**src/rtl/npu_pkg.sv**
```systemverilog
// rtl/npu_pkg.sv - shared loader state encoding and NOP constant
package npu_pkg;

    typedef enum logic [2:0] {
        ST_IDLE  = 3'd0,
        ST_REQ   = 3'd1,
        ST_WAIT  = 3'd2,
        ST_WRITE = 3'd3,
        ST_DONE  = 3'd4
    } ld_state_t;

    // Wide enough for any supported INST_WIDTH; users slice the low bits.
    localparam int NOP_MAX_WIDTH = 1024;
    localparam logic [NOP_MAX_WIDTH-1:0] NOP_WORD = '0;

endpackage

```
**src/rtl/npu_word_packer.sv**
```systemverilog
// rtl/npu_word_packer.sv - little-endian WPI-word instruction assembly register
module npu_word_packer #(
    parameter int DATA_WIDTH = 32,
    parameter int WPI        = 4
) (
    input  logic                      clk,
    input  logic                      rst,
    input  logic                      clear,
    input  logic                      load,
    input  logic [DATA_WIDTH-1:0]     word,
    output logic [DATA_WIDTH*WPI-1:0] data,
    output logic                      last,
    output logic                      full
);
    localparam int CW = $clog2(WPI + 1);

    logic [CW-1:0] cnt;

    // Shifting right leaves the first word in the lowest lane once WPI words are in.
    always_ff @(posedge clk) begin
        if (rst) begin
            cnt  <= '0;
            data <= '0;
        end else if (clear) begin
            cnt <= '0;
        end else if (load) begin
            data <= {word, data[DATA_WIDTH*WPI-1:DATA_WIDTH]};
            cnt  <= cnt + CW'(1);
        end
    end

    assign last = (cnt == CW'(WPI - 1));
    assign full = (cnt == CW'(WPI));

endmodule

```
**src/rtl/npu_inst_loader.sv**
```systemverilog
// rtl/npu_inst_loader.sv - DDR-to-instruction-RAM loader; NPU_INST_LOADER_CHECKSUM_EN adds a word checksum
module npu_inst_loader
    import npu_pkg::*;
#(
    parameter int DATA_WIDTH = 32,
    parameter int INST_WIDTH = 128,
    parameter int INST_AW    = 10
) (
    input  logic                  clk,
    input  logic                  rst,
    input  logic                  load_start,
    input  logic [DATA_WIDTH-1:0] load_base,
    input  logic [INST_AW:0]      load_max,
    output logic                  load_ready,
    output logic                  load_done,
    output logic [INST_AW:0]      load_count,
    output logic [DATA_WIDTH-1:0] load_checksum,
    output logic                  DDR_READ_CLK,
    output logic [DATA_WIDTH-1:0] DDR_READ_ADDR,
    output logic                  DDR_READ_REQ,
    input  logic                  DDR_READ_READY,
    input  logic [DATA_WIDTH-1:0] DDR_READ_DATA,
    input  logic                  DDR_READ_DATA_VALID,
    output logic                  npu_inst_wr_en,
    output logic [INST_AW-1:0]    npu_inst_wr_addr,
    output logic [INST_WIDTH-1:0] npu_inst_wr_data
);
    localparam int WPI = INST_WIDTH / DATA_WIDTH;
    localparam logic [INST_WIDTH-1:0] NOP = NOP_WORD[INST_WIDTH-1:0];

    ld_state_t             state;
    logic [DATA_WIDTH-1:0] rd_addr;
    logic [INST_AW-1:0]    inst_idx;
    logic [INST_AW:0]      count_r;
    logic [INST_AW:0]      max_r;
    logic [INST_AW:0]      next_count;
    logic                  req_r, wr_en_r, done_r, ready_r;
    logic                  start, capture, pk_clear, pk_last, pk_full;
    logic [INST_WIDTH-1:0] inst_data;

    assign start      = (state == ST_IDLE) && load_start;
    assign capture    = (state == ST_WAIT) && DDR_READ_DATA_VALID;
    assign pk_clear   = start || (state == ST_WRITE);
    assign next_count = count_r + (INST_AW+1)'(1);

    npu_word_packer #(
        .DATA_WIDTH (DATA_WIDTH),
        .WPI        (WPI)
    ) u_packer (
        .clk   (clk),
        .rst   (rst),
        .clear (pk_clear),
        .load  (capture),
        .word  (DDR_READ_DATA),
        .data  (inst_data),
        .last  (pk_last),
        .full  (pk_full)
    );

    // Outputs are registered alongside the state so they track it exactly.
    always_ff @(posedge clk) begin
        if (rst) begin
            state    <= ST_IDLE;
            rd_addr  <= '0;
            inst_idx <= '0;
            count_r  <= '0;
            max_r    <= '0;
            req_r    <= 1'b0;
            wr_en_r  <= 1'b0;
            done_r   <= 1'b0;
            ready_r  <= 1'b1;
        end else begin
            req_r   <= 1'b0;
            wr_en_r <= 1'b0;
            done_r  <= 1'b0;
            ready_r <= 1'b0;
            case (state)
                ST_IDLE: begin
                    if (load_start) begin
                        state    <= ST_REQ;
                        req_r    <= 1'b1;
                        rd_addr  <= load_base;
                        inst_idx <= '0;
                        count_r  <= '0;
                        max_r    <= (load_max == '0) ? (INST_AW+1)'(1 << INST_AW) : load_max;
                    end else begin
                        ready_r <= 1'b1;
                    end
                end
                ST_REQ: begin
                    if (DDR_READ_READY) begin
                        state <= ST_WAIT;
                    end else begin
                        req_r <= 1'b1;
                    end
                end
                ST_WAIT: begin
                    if (DDR_READ_DATA_VALID) begin
                        rd_addr <= rd_addr + DATA_WIDTH'(1);
                        if (pk_last) begin
                            state   <= ST_WRITE;
                            wr_en_r <= 1'b1;
                        end else begin
                            state <= ST_REQ;
                            req_r <= 1'b1;
                        end
                    end
                end
                ST_WRITE: begin
                    count_r  <= next_count;
                    inst_idx <= inst_idx + INST_AW'(1);
                    // A NOP is still written but ends the program.
                    if (inst_data == NOP || next_count == max_r) begin
                        state  <= ST_DONE;
                        done_r <= 1'b1;
                    end else begin
                        state <= ST_REQ;
                        req_r <= 1'b1;
                    end
                end
                ST_DONE: begin
                    state   <= ST_IDLE;
                    ready_r <= 1'b1;
                end
                default: begin
                    state   <= ST_IDLE;
                    ready_r <= 1'b1;
                end
            endcase
        end
    end

`ifdef NPU_INST_LOADER_CHECKSUM_EN
    logic [DATA_WIDTH-1:0] checksum;

    always_ff @(posedge clk) begin
        if (rst || start) begin
            checksum <= '0;
        end else if (capture) begin
            checksum <= checksum + DDR_READ_DATA;
        end
    end

    assign load_checksum = checksum;
`else
    assign load_checksum = '0;
`endif

    assign DDR_READ_CLK     = clk;
    assign DDR_READ_ADDR    = rd_addr;
    assign DDR_READ_REQ     = req_r;
    assign load_ready       = ready_r;
    assign load_done        = done_r;
    assign load_count       = count_r;
    assign npu_inst_wr_en   = wr_en_r & pk_full;
    assign npu_inst_wr_addr = inst_idx;
    assign npu_inst_wr_data = inst_data;

endmodule
```
**config.mk**
```make
export PLATFORM = sky130hd
export DESIGN_NAME = npu_inst_loader
export DESIGN_NICKNAME = d
export VERILOG_FILES = /design/src/rtl/npu_pkg.sv /design/src/rtl/npu_word_packer.sv /design/src/rtl/npu_inst_loader.sv
export SDC_FILE = /design/constraint.sdc
export NUM_CORES = 1
export LEC_CHECK = 0
export ABC_AREA = 1
export ABC_CLOCK_PERIOD_IN_PS = 3000
export BUFFER_PORTS_ARGS = -buffer_cell sky130_fd_sc_hd__buf_4
export CORE_MARGIN = 5
export CORE_UTILIZATION = 45
export CTS_BUF_LIST = sky130_fd_sc_hd__clkbuf_16
export DETAILED_ROUTE_END_ITERATION = 7
export PLACE_DENSITY = 0.8
export SLEW_MARGIN = 0
export SYNTH_ARGS = -nofsm -noshare
export SYNTH_HDL_FRONTEND = slang
export SYNTH_SLANG_ARGS = --single-unit
```
**constraint.sdc**
```tcl
create_clock -name clk -period 3 [get_ports clk]
set_clock_uncertainty 0.15 [all_clocks]
set_input_delay 0.15 -clock clk [delete_from_list [all_inputs] [get_ports clk]]
set_output_delay 0.15 -clock clk [all_outputs]
set_load 0.03 [all_outputs]
```
---- After elaboration in Yosys (flattened, before gate mapping) ----
Index checks and enable logic that the tools add are counted.
storage, ports and cells
  flip-flop bits (word level) ............. 202
  bits of input ports ..................... 80
  word-level logic and storage cells ...... 71
operators by class
  add/sub/neg operators ................... 4
  equal/unequal tests ..................... 9
  muxes and demuxes ....................... 24
  bitwise logic cells ..................... 5
  reduce and logical (&&, ||, !) cells .... 18
operators by type and width
  kind                     number
  $logic_not A128 Y1       1
  $mux W32                 2
  $pmux W32 S2             1
  $add A32 B1 Y32 const B  1
  $mux W11                 2
  $pmux W11 S2             1
  $pmux W10 S2             1
  $mux W3                  4
  $pmux W3 S4              1
  $add A11 B1 Y11 const B  1
  $eq A11 B11 Y1           1
  $logic_not A11 Y1        1
  $add A10 B1 Y10 const B  1
  $mux W10                 1
  $eq A3 B2 Y1 const B     3
  $mux W1                  8
  $ne A2 B2 Y1 const B     3
  $reduce_and A2 Y1        3
  $reduce_and A3 Y1        2
  $reduce_or A3 Y1         2
  $not A1 Y1               4
  $pmux W1 S4              1
  $reduce_bool A2 Y1       2
  $reduce_or A2 Y1         2
  other kinds (9)          11

---- Longest topological paths before layout ----
Gate-level depths: netlist of the first run.
  depth after elaboration ................. 5
  depth in mapped cells ................... 15
  gate-level depth less buffers ........... 15

---- Hierarchy ----
From an unflattened synthesis of the first run, not the netlist that was laid out.
unflattened totals
  cell total of the unflattened synthesis .. 1,603
  area total of the unflattened synthesis .. 10,380.0 um^2
by module, submodules not included
  module           instances  cells each  area each (um^2)  sequential area each (um^2)
  npu_word_packer  1          850         5,610.4           2,622.5
  npu_inst_loader  1          753         4,769.6           1,421.4

==> results of run 1 <==
## cells in the final DEF, fill, tap and decap left out, drive strengths merged, types with 2 or more instances in the layout
cell	n
nand4	20
o21bai	6
a211oi	14
nor4	8
clkbuf	25
o22ai	2
conb	32
ha	6
inv	115
nand3b	2
clkinv	11
dlygate4sd3	81
or2	10
a31oi	6
nor3	24
o211ai	5
nand3	72
o21ai	173
a311oi	2
a221oi	4
nand2	180
a21oi	126
nor2	225
xnor2	4
xor2	4
and3	2
buf	277
dfxtp	202
## power by group through the flow
stage / Combinational [mW] / Clock, mW / Sequential (mW)
finish: 1.71 / 2.72 / 3.12
global route: 1.83 / 2.89 / 3.14
CTS: 1.69 / 2.78 / 3.11
detailed placement: 1.59 / 0.0499 / 3.17
global placement: 1.58 / 0.0499 / 3.17
floorplan: 0.761 / 0.0499 / 3.41
## timing repair
action	4_1_cts	5_1_grt
endpoints found under the setup margin	0	0
hold buffers	81	0
endpoints found under the hold margin	80	0
## cells by family (layout without fill, tap and decap cells)
kind of cell / after synthesis / in the layout / synth area share
AND/OR/NAND/NOR: 543 / 543 / 0.256
AO/OA/AOI/OAI: 340 / 340 / 0.192
buffers and inverters: 213 / 510 / 0.106
flip-flops: 202 / 202 / 0.430
XOR/XNOR: 8 / 8 / 0.00745
adder cells (fa/ha/maj): 6 / 6 / 0.00798
other: 1 / 32 / 0.000399
## path summary, 6_finish.rpt
| path | startpoint | endpoint |
|---|---|---|
| min | rst | DDR_READ_ADDR[25] |
| max | load_max[4] | max_r[10] |
| max reg2reg | load_count[0] | state[0] |
| min reg2reg | u_packer.cnt[1] | u_packer.cnt[1] |
## registers in the layout, indices dropped and copies added (netlist names), 3 cells and up
name / flops
u_packer.data: 128
DDR_READ_ADDR: 32
load_count: 11
max_r: 11
npu_inst_wr_addr: 10
state: 3
u_packer.cnt: 3
## through the flow
step / cell area (um^2) / power (mW)
2_1_floorplan: 9520 / 4.22
3_3_place_gp: 11400 / 4.79
3_5_place_dp: 11400 / 4.81
4_1_cts: 12900 / 7.58
5_1_grt: 12900 / 7.86
6_report: 12900 / 7.55
## worst max-delay path, delay by kind of cell
| kind | cells | cell delay (ps) |
|---|---|---|
| buffers and inverters | 5 | 2440 |
| AND/OR/NAND/NOR | 2 | 340 |
| AO/OA/AOI/OAI | 1 | 240 |
## per-layer routing
metal	vias up	share of wire	global-route usage	wire [um]
met5	-	0	0	0
met4	0	0.055	0.130	1860
met1	4718	0.38	0.327	12900
met3	118	0.095	0.0601	3230
met2	545	0.47	0.442	15800
li1	4920	-	-	-
## final cells by class
class                           instances  area (um^2)  share of cell area
Multi-Input combinational cell        929         4490               0.347
Timing Repair Buffer                  357         2910               0.225
Clock inverter                         15          100             0.00774
Clock buffer                           26          633              0.0489
Inverter                              112          430              0.0333
Tap cell                              270          338              0.0261
Sequential cell                       202         4040               0.313
==> results by group, run 1 <==
STA
  • Setup TNS Final: 0 ps
  • Slew Limit Fails: 0
  • Worst hold slack: 30.0 ps
  • Relative slew slack: 0.463
  • Final worst-path cycle share: 0.929
  • Slack of the critical path: 212 ps
  • Final hold viol count: 0
  • Setup-failing EPs final: 0
  • RSZ-0062 raised after global routing: no
  • FMAX: 0.359 GHz
  • Tmin final: 2790 ps
  • Worst-Margin Slew: 805 ps

Synthesis
  • Synth area leader: dfxtp_1
  • Synth Cell Area: 9410 um^2
  • Most common cell in the netlist: nor2_1
  • Ys async rst share: 0
  • Syn avg cell area: 7.16 um^2
  • Synth Flop Type: dfxtp_1
  • Top post-synthesis cells by area: dfxtp_1, o21ai_0, nor2_1
  • Sequential element share of the synthesized area: 0.430
  • Number of synthesized register bits: 202
  • Post-Syn Instances: 1,313
  • Ys Warns: 0
  • Synth cell types: 45
  • Post-synth top area share: 0.430
  • EDFF count, synth: 0
  • Top cells by count, synth: nor2_1, dfxtp_1, nand2_1, o21ai_0, a21oi_1

Floorplan
  • Die area: 23,900 um^2
  • Initial Util: 0.460
  • Die Wd: 155 um
  • Core area: 20,400 um^2
  • Row count: 52
  • # IOs: 298
  • Height of the die: 155 um

Min path
  • Hold Path Depth: 3
  • Hold Path Class: in -> reg

Final layout
  • FILL cells: 1,738
  • ANT cells: 0
  • Nets@finish: 1,714
  • Area grow syn2layout: 37.6%
  • Non-filler instance count after layout: 1,911
  • Final core occ: 0.633
  • Share of cells above drive strength 1: 0.213

Drt
  • First-pass detailed-route iteration total: 5
  • Routed Antenna Nets: 0
  • Vias/cell: 5.39
  • Routed vias: 10,300
  • Total Wirelength: 33,800 um
  • DR iter-0 viols: 829
  • Mean routed wirelength per cell: 17.7 um
  • Drt drc: 0

Power
  • Pint: 5.10 mW
  • Seq pwr share: 0.413
  • NetSw: 2.45 mW
  • Leak pwr: 5.77 nW
  • Pwr Density: 583 nW/um^2
  • Logic pwr share: 0.226
  • Clk pwr share: 0.361
  • Worst IR Drop VDD: 0.000389 V
  • Switching share of total power: 0.325

Placed design
  • DP Worst Slack: 808 ps
  • HPWL Detailed: 23,400 um
  • IO buf count: 265
  • Final GP Congestion: 0.991
  • Cells after DPL: 1,790

Critical path
  • Crit path DAT: 3180 ps
  • Startpoint Class: input pin
  • Critical path, cell by cell: dlygate4sd3_1 -> buf_4 -> nor4_1 -> dlygate4sd3_1 -> nand3_1 -> dlygate4sd3_1 -> a221oi_1 -> dlygate4sd3_1
  • Worst-path maximum fanout: 2
  • Reg2Reg Depth: 15
  • Worst Setup End Kind: register
  • Max stage delay cell, worst path: dlygate4sd3_1
  • WP data required: 3390 ps
  • Crit path kind: in -> reg
  • CP max stage delay: 600 ps
  • Worst path most repeated cell: dlygate4sd3_1
  • FF-to-FF setup slack: 280 ps

Flow run
  • # Max-Cap Violations: 0

Run status
  • Status: finished, final reports clean

Global route
  • GRT Overall Usage: 0.266
  • Largest net degree at the start of global routing: 145
  • Antenna violations before repair: 0
  • Vias in the first global route: 9,830
  • Grt ovf: 0
  • First-pass GRT wire length: 52,400 um

Clock tree
  • Setup Buffers After CTS: 0
  • TritonCTS clock tree: yes
  • Post_cts resized: 0
  • Clock latency on the worst-skew pair: 620 ps
  • Clock Pin Slew Worst Setup and Hold Paths: 60 ps
Note: power is estimated with default switching activity, not from simulation.
==> run 2: changes to the inputs <==
--- a/config.mk
+++ b/config.mk
@@ -7,12 +7,12 @@
 export LEC_CHECK = 0
 export ABC_AREA = 1
 export ABC_CLOCK_PERIOD_IN_PS = 3000
-export BUFFER_PORTS_ARGS = -buffer_cell sky130_fd_sc_hd__buf_4
 export CORE_MARGIN = 5
 export CORE_UTILIZATION = 45
 export CTS_BUF_LIST = sky130_fd_sc_hd__clkbuf_16
 export DETAILED_ROUTE_END_ITERATION = 7
-export PLACE_DENSITY = 0.8
+export DONT_BUFFER_PORTS = 1
+export PLACE_DENSITY = 0.68
 export SLEW_MARGIN = 0
 export SYNTH_ARGS = -nofsm -noshare
 export SYNTH_HDL_FRONTEND = slang
==> run 2 against run 1 <==
Compared with the run above: global-route usage decreased by 2.8 points; final area decreased by 15%; largest power group unchanged; flip-flop and latch count unchanged; sequential power increased by 8.3%; count of clock-buffer cells in the layout decreased by 3; first-iteration DRC count decreased by 0.84%; register-to-register slack improved by 30 ps; sequential share of layout area increased by 5.4 points; wire length decreased by 12%; via count decreased by 12%.
==> results by group, run 2 (synthesis gave the netlist of run 1 again) <==
Critical path
  • Startpoint Class: input pin
  • WP data required: 3290 ps (-100 ps)
  • Worst-path maximum fanout: 2 (unchanged)
  • Worst Setup End Kind: register
  • Crit path kind: in -> reg
  • Crit path DAT: 3090 ps (-90 ps)

Final layout
  • Area grow syn2layout: 17.4%
  • FILL cells: 1,913 (+10%)
  • ANT cells: 0 (unchanged)
  • Nets@finish: 1,463 (-15%)
  • Max reg flops: 128 (unchanged)
  • Top reg by flops: u_packer.data
  • Most frequent cells in the layout: nor2_1, dfxtp_1, nand2_1
  • Most common cell after layout, fill and taps aside: nor2_1
  • Share of cells above drive strength 1: 0.0704 (-0.142)
  • Non-filler instance count after layout: 1,663 (-13%)

Min path
  • Hold Path Class: clk -> out

Placed design
  • Cells after DPL: 1,538 (-14%)
  • Final GP Congestion: 0.971 (-2.0%)
  • IO buf count: 0 (-100%)
  • HPWL Detailed: 20,900 um (-11%)
  • DP Worst Slack: 656 ps (-152 ps)

Floorplan
  • Core area: 20,400 um^2 (unchanged)
  • # IOs: 298 (unchanged)
  • Initial Util: 0.460 (unchanged)
  • Height of the die: 155 um (unchanged)
  • Die area: 23,900 um^2 (unchanged)
  • Die Wd: 155 um (unchanged)
  • Row count: 52 (unchanged)

Clock tree
  • CTS Buf Count: 23
  • Clock Pin Slew Worst Setup and Hold Paths: 50 ps (about the same)
  • CTS Sinks: 202
  • Setup Buffers After CTS: 0 (unchanged)
  • TritonCTS clock tree: yes
  • Max Buffers Root-to-Sink: 3
  • CTS Root Buffer Type: clkbuf_16
  • H-tree levels: 1
  • Clock latency on the worst-skew pair: 520 ps (-100 ps)

Global route
  • Grt ovf: 0 (unchanged)
  • Vias in the first global route: 8,283 (-16%)
  • First-pass GRT wire length: 46,700 um (-11%)
  • GRT Overall Usage: 0.239 (-0.0275)
  • Largest net degree at the start of global routing: 140 (-3.4%)
  • Antenna violations before repair: 0 (unchanged)

STA
  • FMAX: 0.358 GHz (-0.13%)
  • Final worst-path cycle share: 0.930 (+0.00119)
  • Setup-failing EPs final: 0 (unchanged)
  • Final hold viol count: 0 (unchanged)
  • Worst hold slack: 0.364 ps (-29.7 ps)
  • Slack of the critical path: 209 ps (-3.58 ps)
  • RSZ-0062 raised after global routing: no
  • Setup TNS Final: 0 ps (unchanged)
  • Slew Limit Fails: 0 (unchanged)
  • Worst-Margin Slew: 571 ps (-233 ps)
  • Relative slew slack: 0.619 (+0.156)
  • Tmin final: 2790 ps (+3.58 ps)

Drt
  • Drt drc: 0 (unchanged)
  • Vias/cell: 5.44 (+0.83%)
  • Routed vias: 9,039 (-12%)
  • Routed Antenna Nets: 0 (unchanged)
  • First-pass detailed-route iteration total: 7 (+2)
  • Mean routed wirelength per cell: 18.0 um (+1.6%)
  • Total Wirelength: 29,900 um (-12%)
  • DR iter-0 viols: 822 (-0.84%)

Power
  • Leak pwr: 4.46 nW (-23%)
  • Pwr Density: 634 nW/um^2 (+8.7%)
  • Worst IR Drop VDD: 0.000395 V (+1.6%)
  • Total power: 7.00 mW (-7.2%)

Run status
  • Status: finished, final reports clean

Flow run
  • # Max-Cap Violations: 0 (unchanged)
-- run 2: report_power, final --
group / switching [mW] / internal [mW] / leakage (nW) / total, mW
registers: 0.500 / 2.88 / 1.64 / 3.38
logic: 0.735 / 0.397 / 2.46 / 1.13
clock network: 1.11 / 1.39 / 0.353 / 2.50
total: 2.34 / 4.66 / 4.46 / 7.00
-- run 2: worst max-delay path, stage by stage --
cell and delay [ps]:
dlygate4sd3_1 560, nor4_1 260, dlygate4sd3_1 610, nand3_1 70
dlygate4sd3_1 570, a221oi_1 260, dlygate4sd3_1 600
-- run 2: path summary, 6_finish.rpt --
kind / startpoint / endpoint / slack [ps] / depth (start not counted)
setup reg to reg: load_count[6] / state[0] / 310 / 14
hold / removal: clk / DDR_READ_CLK / 0.4 / 0
hold reg to reg: u_packer.cnt[2] / u_packer.cnt[2] / 330 / 2
setup / recovery: load_max[6] / max_r[10] / 210 / 7
-- run 2: routing by layer --
metal | wire, um | vias to the layer above | global-route usage
met5 | 0 | - | 0
met2 | 14200 | 441 | 0.398
met3 | 3410 | 71 | 0.0877
li1 | - | 4437 | -
met1 | 11200 | 4090 | 0.284
met4 | 1080 | 0 | 0.0837
-- run 2: cell type report --
class                      count  area (um^2)  share of cell area
multi-input combinational    929         4490               0.406
sequential                   202         4050               0.367
timing repair buffer         109         1080              0.0974
clock buffer                  23          576              0.0521
inverter                     112          430              0.0390
tap                          270          338              0.0306
clock inverter                18         87.6             0.00793
-- run 2: through the flow --
step	instance area, um^2	utilization
floorplan	9520	-
global placement	9520	0.466
detailed placement	9520	0.466
CTS	11000	0.540
global route	11000	0.541
finish	11000	0.541
-- run 2: repair_timing --
action,4_1_cts,5_1_grt
hold buffers,84,0
hold endpoints to repair,102,0
resized for setup,0,5
endpoints found under the setup margin,0,1
